===== config.mk =====
export PLATFORM = sky130hd
export DESIGN_NAME = ram_port_arbiter
export DESIGN_NICKNAME = d
export VERILOG_FILES = /design/src/rtl/ram_port_arbiter_pkg.sv /design/src/rtl/ram_port_arbiter_rr_arb2.sv /design/src/rtl/ram_port_arbiter.sv
export SDC_FILE = /design/constraint.sdc
export NUM_CORES = 1
export LEC_CHECK = 0
export ABC_AREA = 0
export CORE_UTILIZATION = 40
export DETAILED_ROUTE_END_ITERATION = 8
export PLACE_DENSITY = 0.87
export SETUP_SLACK_MARGIN = 0.3
export SYNTH_ARGS = -nofsm -noshare
export SYNTH_HDL_FRONTEND = slang
export SYNTH_SLANG_ARGS = --single-unit

===== constraint.sdc =====
create_clock -name clk -period 5.5 [get_ports clk]
set_input_delay 0.55 -clock clk [delete_from_list [all_inputs] [get_ports clk]]
set_output_delay 0.55 -clock clk [all_outputs]
set_load 0.02 [all_outputs]

===== src/rtl/ram_port_arbiter_pkg.sv =====
// Shared encodings for the two-port RAM arbiter: access sizes, RAM write-enable
// one-hots, the GPIO byte location and the sequencer state type.
package ram_port_arbiter_pkg;

    localparam logic [1:0] SIZE_B   = 2'b00;
    localparam logic [1:0] SIZE_H   = 2'b01;
    localparam logic [1:0] SIZE_W   = 2'b10;
    localparam logic [1:0] SIZE_ILL = 2'b11;

    localparam logic [2:0] WE_IDLE  = 3'b000;
    localparam logic [2:0] WE_WORD  = 3'b001;
    localparam logic [2:0] WE_HALF  = 3'b010;
    localparam logic [2:0] WE_BYTE  = 3'b100;

    localparam logic [31:0] GPIO_ADDR = 32'h0000_00a0;

    typedef enum logic [1:0] {
        ST_IDLE   = 2'b00,
        ST_ACCESS = 2'b01,
        ST_RESP   = 2'b10
    } state_t;

    function automatic logic [2:0] size_nbytes(input logic [1:0] size);
        case (size)
            SIZE_B:  return 3'd1;
            SIZE_H:  return 3'd2;
            SIZE_W:  return 3'd4;
            default: return 3'd0;
        endcase
    endfunction

    function automatic logic [2:0] size_we(input logic [1:0] size);
        case (size)
            SIZE_B:  return WE_BYTE;
            SIZE_H:  return WE_HALF;
            SIZE_W:  return WE_WORD;
            default: return WE_IDLE;
        endcase
    endfunction

endpackage


===== src/rtl/ram_port_arbiter_rr_arb2.sv =====
// Two-way grant: round-robin on a last-served pointer, or port 0 always wins
// when FIXED_PRIO is set. The grant is combinational and only offered while en=1.
module rr_arb2 #(
    parameter bit FIXED_PRIO = 1'b0
) (
    input  logic       clk,
    input  logic       rst_n,
    input  logic       en,
    input  logic [1:0] req,
    output logic [1:0] grant
);

    logic last_r;   // 1 = port 1 was served last, so port 0 is favoured next

    // Pick one requester; a lone requester always wins.
    always_comb begin
        grant = 2'b00;
        if (!en) begin
            grant = 2'b00;
        end else if (req == 2'b11) begin
            grant = (FIXED_PRIO || last_r) ? 2'b01 : 2'b10;
        end else begin
            grant = req;
        end
    end

    // Remember which port was served on every accepted grant.
    always_ff @(posedge clk) begin
        if (!rst_n) begin
            last_r <= 1'b1;
        end else if (grant != 2'b00) begin
            last_r <= grant[1];
        end else begin
            last_r <= last_r;
        end
    end

endmodule


===== src/rtl/ram_port_arbiter.sv =====
// Shares one byte-addressed single-port RAM between two request/response ports.
// Each access runs IDLE -> ACCESS -> RESP; rejected requests skip ACCESS.
module ram_port_arbiter
    import ram_port_arbiter_pkg::*;
#(
    parameter int MEM_BYTES   = 2048,
    parameter int FIXED_PRIO  = 0,
    parameter int ALIGN_CHECK = 1
) (
    input  logic        clk,
    input  logic        rst_n,
    input  logic        p0_req_valid,
    output logic        p0_req_ready,
    input  logic        p0_req_we,
    input  logic [1:0]  p0_req_size,
    input  logic        p0_req_signed,
    input  logic [31:0] p0_req_addr,
    input  logic [31:0] p0_req_wdata,
    output logic        p0_resp_valid,
    output logic [31:0] p0_resp_rdata,
    output logic        p0_resp_err,
    input  logic        p1_req_valid,
    output logic        p1_req_ready,
    input  logic        p1_req_we,
    input  logic [1:0]  p1_req_size,
    input  logic        p1_req_signed,
    input  logic [31:0] p1_req_addr,
    input  logic [31:0] p1_req_wdata,
    output logic        p1_resp_valid,
    output logic [31:0] p1_resp_rdata,
    output logic        p1_resp_err,
    output logic [2:0]  ram_we,
    output logic [31:0] ram_addr,
    output logic [31:0] ram_wdata,
    input  logic [31:0] ram_rdata
);

    state_t      state_r;
    logic        port_r;
    logic        we_r;
    logic        signed_r;
    logic [1:0]  size_r;
    logic [2:0]  ram_we_r;

    logic [1:0]  grant_s;
    logic        sel_s;
    logic        req_we_s;
    logic        req_signed_s;
    logic [1:0]  req_size_s;
    logic [31:0] req_addr_s;
    logic [31:0] req_wdata_s;
    logic [2:0]  nbytes_s;
    logic        misalign_s;
    logic        err_s;
    logic [31:0] rdata_ext_s;

    rr_arb2 #(.FIXED_PRIO(FIXED_PRIO != 0)) u_arb (
        .clk   (clk),
        .rst_n (rst_n),
        .en    (state_r == ST_IDLE),
        .req   ({p1_req_valid, p0_req_valid}),
        .grant (grant_s)
    );

    assign p0_req_ready = grant_s[0];
    assign p1_req_ready = grant_s[1];
    assign sel_s        = grant_s[1];

    // A write still in ACCESS when reset lands must not reach the RAM on that edge.
    assign ram_we = rst_n ? ram_we_r : WE_IDLE;

    // Route the granted port's request fields and classify the request.
    always_comb begin
        req_we_s     = p0_req_we;
        req_size_s   = p0_req_size;
        req_signed_s = p0_req_signed;
        req_addr_s   = p0_req_addr;
        req_wdata_s  = p0_req_wdata;
        if (sel_s) begin
            req_we_s     = p1_req_we;
            req_size_s   = p1_req_size;
            req_signed_s = p1_req_signed;
            req_addr_s   = p1_req_addr;
            req_wdata_s  = p1_req_wdata;
        end else begin
            req_we_s     = p0_req_we;
        end
        nbytes_s   = size_nbytes(req_size_s);
        misalign_s = (ALIGN_CHECK != 0) &&
                     (((req_size_s == SIZE_H) && req_addr_s[0]) ||
                      ((req_size_s == SIZE_W) && (req_addr_s[1:0] != 2'b00)));
        // 33-bit sum so addresses near 2^32 cannot wrap into range.
        err_s      = (req_size_s == SIZE_ILL) ||
                     (({1'b0, req_addr_s} + {30'b0, nbytes_s}) > 33'(MEM_BYTES)) ||
                     misalign_s;
    end

    // RAM returns the addressed byte in the top lane; right-align and extend.
    always_comb begin
        rdata_ext_s = 32'h0000_0000;
        case (size_r)
            SIZE_B:  rdata_ext_s = signed_r ? {{24{ram_rdata[31]}}, ram_rdata[31:24]}
                                            : {24'h00_0000, ram_rdata[31:24]};
            SIZE_H:  rdata_ext_s = signed_r ? {{16{ram_rdata[31]}}, ram_rdata[31:16]}
                                            : {16'h0000, ram_rdata[31:16]};
            SIZE_W:  rdata_ext_s = ram_rdata;
            default: rdata_ext_s = 32'h0000_0000;
        endcase
    end

    // Transaction sequencer with registered RAM and response outputs.
    always_ff @(posedge clk) begin
        if (!rst_n) begin
            state_r       <= ST_IDLE;
            port_r        <= 1'b0;
            we_r          <= 1'b0;
            signed_r      <= 1'b0;
            size_r        <= SIZE_B;
            ram_we_r      <= WE_IDLE;
            ram_addr      <= 32'h0000_0000;
            ram_wdata     <= 32'h0000_0000;
            p0_resp_valid <= 1'b0;
            p0_resp_err   <= 1'b0;
            p0_resp_rdata <= 32'h0000_0000;
            p1_resp_valid <= 1'b0;
            p1_resp_err   <= 1'b0;
            p1_resp_rdata <= 32'h0000_0000;
        end else begin
            case (state_r)
                ST_IDLE: begin
                    if (grant_s != 2'b00) begin
                        port_r   <= sel_s;
                        we_r     <= req_we_s;
                        size_r   <= req_size_s;
                        signed_r <= req_signed_s;
                        if (err_s) begin
                            state_r       <= ST_RESP;
                            ram_we_r      <= WE_IDLE;
                            p0_resp_valid <= ~sel_s;
                            p0_resp_err   <= ~sel_s;
                            p1_resp_valid <= sel_s;
                            p1_resp_err   <= sel_s;
                        end else begin
                            state_r   <= ST_ACCESS;
                            ram_we_r  <= req_we_s ? size_we(req_size_s) : WE_IDLE;
                            ram_addr  <= req_addr_s;
                            ram_wdata <= req_wdata_s;
                        end
                    end else begin
                        state_r <= ST_IDLE;
                    end
                end
                ST_ACCESS: begin
                    state_r       <= ST_RESP;
                    ram_we_r      <= WE_IDLE;
                    p0_resp_valid <= ~port_r;
                    p1_resp_valid <= port_r;
                    p0_resp_err   <= 1'b0;
                    p1_resp_err   <= 1'b0;
                    p0_resp_rdata <= (!port_r && !we_r) ? rdata_ext_s : 32'h0000_0000;
                    p1_resp_rdata <= ( port_r && !we_r) ? rdata_ext_s : 32'h0000_0000;
                end
                ST_RESP: begin
                    state_r       <= ST_IDLE;
                    p0_resp_valid <= 1'b0;
                    p0_resp_err   <= 1'b0;
                    p0_resp_rdata <= 32'h0000_0000;
                    p1_resp_valid <= 1'b0;
                    p1_resp_err   <= 1'b0;
                    p1_resp_rdata <= 32'h0000_0000;
                end
                default: begin
                    state_r       <= ST_IDLE;
                    ram_we_r      <= WE_IDLE;
                    p0_resp_valid <= 1'b0;
                    p1_resp_valid <= 1'b0;
                end
            endcase
        end
    end

endmodule


==> qor.yml <==
critPathLaunch: "p1_req_valid"
wire_per_inst_um: 19.2
period_share_pct: 84.1
ant_nets: 0
fin_cells: 1495
post-place-ws_ps: 522
crit_type: "in2reg"
crit_end: "ram_wdata[28]$_SDFFE_PN0P_"
finalSetupViolCount: 0
drv_slew: 0
cts_resized: 0
synthCells: 965
hold_ws_ps: 468
max_freq_ghz: 0.216
synth_flop_cell: "dfxtp_1"
numCtsBuffers: 17
drive_above_1_share_pct: 5.75
die_height_um: 142
async_flop_share_pct: 0
drt_iter0_drc: 634
synth.avg_cell_area_um2: 8.12
worst_pin_slew_ps: 1140
timing.rr.start: "state_r[0]$_SDFF_PN0_"
slowest_delay_ps: 530
max-cap-violations: 0
syn_to_final_growth_pct: 47.3
clk_latency_ps: 420
grt_pass1_vias: 8212
grt_pass1_wl_um: 43400
htree_num_levels: 4
die_w_um: 142
wl_um: 28600
synth_most_common_cell: "dfxtp_1"
synth_edf_count: 0
final_nets: 1401
ys_top_cells_by_area: "dfxtp_1 37%, mux2i_1 7.0%, nor2_1 6.0%"
relSlewSlack_pct: 23.7
ys_ff_latch: 143
layout_setup_ws_ps: 876
cts_root_buf: "clkbuf_16"
placed_area_mm2: 0.0110
clkTransAtPathRegs_ps: 60
status: "finished, final reports clean"
io_buffer_count: 308
worstSetupEndpointType: "flop"
fin_area_mm2: 0.0115
reg2reg_slack_ps: 1080
path_cells: "clkdlybuf4s50_1 -> a21boi_4 -> nand2_4 -> inv_2 -> mux2_1 -> nor2_1 -> ha_1 -> fa_1 -> a21o_1 -> o221ai_1 -> xnor2_1 -> o211ai_1 -> a211oi_1 -> nand4_1 -> nor2_2 -> buf_4 -> a311oi_1"
numPlacedInstances: 1463
route.detailed.drc: 0
cts_setup_buffers: 0
place.gp.congestion: 0.952
startpoint_type: "input pin"
antenna_found_initial: 0
dr.pass1.iters: 5
worstPathArrival_ps: 4880
cts_tree: "built"
row_count: 50
min_path_type: "reg2reg"
gr-total-overflow: 0
dieArea_mm2: 0.0202
synth_common_cells: "143 x dfxtp_1, 126 x nor2_1, 83 x a21oi_1"
leakage_nw: 4.31
grt_usage_pct: 27.7
netlist.area_leader.share_pct: 36.5
diodes: 0
yosysTopAreaCell: "dfxtp_1"
fin_tns_setup_ps: 0
ys_warn_count: 0
coreArea_mm2: 0.0190
grt_max_degree: 73
hold_violations: 0
io_pins: 309
cp.required_ps: 5760
rsz0062_at_grt: "false"
syn_nets: 1144
postCtsHoldBufs: 0
ys_types: 74
synth_seq_area_share_pct: 36.5
finClkSkew_ps: 6.94
path_max_fanout: 40
irDropWorstVdd_uv: 206
syn_area_mm2: 0.00784
vias: 8794
clockBufferDepth: 2
powerDensity_mw_per_mm2: 241
post-route-min-period_ps: 4620
clock_sinks: 143
routed_via_density: 5.88
r2r_cells: 17
initial_core_util_pct: 41.4
dpl.hpwl_um: 20900
crit_path_top_delay_cell: "clkdlybuf4s50_1"
r2r-end: "ram_wdata[28]$_SDFFE_PN0P_"
[how the worst min path moves through the flow]
stage	from	cells after the start	slack, ps	endpoint
6_report	ram_addr[1]$_SDFFE_PN0P_	2	470	ram_addr[1]$_SDFFE_PN0P_
3_5_place_dp	ram_addr[2]$_SDFFE_PN0P_	2	450	ram_addr[2]$_SDFFE_PN0P_
2_1_floorplan	ram_we_r[0]$_SDFFE_PN0P_	2	460	ram_we_r[0]$_SDFFE_PN0P_
5_1_grt	ram_addr[28]$_SDFFE_PN0P_	1	490	ram_addr[28]$_SDFFE_PN0P_
3_3_place_gp	ram_addr[6]$_SDFFE_PN0P_	2	440	ram_addr[6]$_SDFFE_PN0P_
4_1_cts	ram_addr[6]$_SDFFE_PN0P_	2	470	ram_addr[6]$_SDFFE_PN0P_
[per-stage QoR]
| step | total power [mW] | utilization (%) |
|---|---|---|
| 2_1_floorplan | 1.39 | - |
| 4_1_cts | 2.80 | 60.9 |
| 3_3_place_gp | 1.64 | 57.8 |
| 3_5_place_dp | 1.64 | 57.8 |
| 6_report | 2.78 | 60.9 |
| 5_1_grt | 2.90 | 60.9 |
[registers in the layout, indices dropped and copies added (netlist names)]
name,cells
p0_resp_rdata,32
p1_resp_rdata,32
ram_addr,32
ram_wdata,32
ram_we_r,3
size_r,2
state_r,2
p0_resp_err,1
p0_resp_valid,1
p1_resp_err,1
p1_resp_valid,1
port_r,1
signed_r,1
u_arb.last_r,1
we_r,1
[cells in the final DEF (no fill, tap or decap), types with 3 or more instances in the layout]
| cell type | instances |
|---|---|
| o21ai_0 | 32 |
| a22oi_1 | 32 |
| inv_1 | 9 |
| and4_1 | 4 |
| dfxtp_1 | 143 |
| mux2i_1 | 55 |
| o31ai_1 | 3 |
| o211ai_1 | 5 |
| and3_1 | 30 |
| nor3b_1 | 3 |
| inv_6 | 6 |
| clkdlybuf4s50_1 | 308 |
| nor2b_1 | 13 |
| a311oi_1 | 44 |
| a211oi_1 | 4 |
| nor4_1 | 10 |
| inv_8 | 3 |
| clkbuf_16 | 17 |
| o31a_1 | 3 |
| nand4_1 | 15 |
| nor3_1 | 20 |
| nand2_1 | 72 |
| or4_1 | 4 |
| ha_1 | 6 |
| and2_1 | 5 |
| a21oi_1 | 83 |
| nand3b_1 | 3 |
| o21bai_1 | 4 |
| nor2_1 | 125 |
| buf_4 | 16 |
| xor2_1 | 11 |
| mux2_2 | 6 |
| a31oi_1 | 45 |
| a21o_1 | 5 |
| or3_1 | 5 |
| o32ai_1 | 3 |
| nand3_1 | 27 |
| o22ai_1 | 3 |
[layout make-up]
type / count / area [um2]
Multi-Input combinational cell: 724 / 4520
Clock inverter: 13 / 141
Fill cell: 1626 / 7410
Tap cell: 260 / 325
Inverter: 12 / 46.3
Sequential cell: 143 / 2860
Clock buffer: 19 / 453
Timing Repair Buffer: 324 / 3200
[worst max-delay path, delay by kind of cell]
kind            cells  cell delay (ps)
buf+inv             3             1040
mux                 1              370
compound gates      6             1400
simple gates        4              730
fa+ha+maj           2              460
xor+xnor            1              280
[power breakdown]
group	switching, mW	total (mW)	leakage (nW)	internal, mW
Sequential	0.0246	1.08	1.15	1.05
Clock	0.490	1.16	0.292	0.666
Combinational	0.309	0.550	2.87	0.241
[layer usage]
layer | part of all wire [%] | global-route usage, % | wire length [um]
met5 | 0 | 0 | 0
met4 | 4.2 | 13.1 | 1200
met3 | 10 | 8.24 | 2920
met2 | 46 | 45.5 | 13200
met1 | 40 | 33.0 | 11300
[kinds of logic (layout without fill, tap and decap cells)]
kind of cell,after synthesis,after routing,synth area share (%)
AO/OA/AOI/OAI,296,296,25.7
XOR/XNOR,13,13,1.45
adder cells (fa/ha/maj),7,7,1.21
buffers and inverters,98,368,6.02
flip-flops,143,143,36.5
multiplexers,62,62,8.03
AND/OR/NAND/NOR,346,346,21.1
Power figures use the tool's default switching activity.
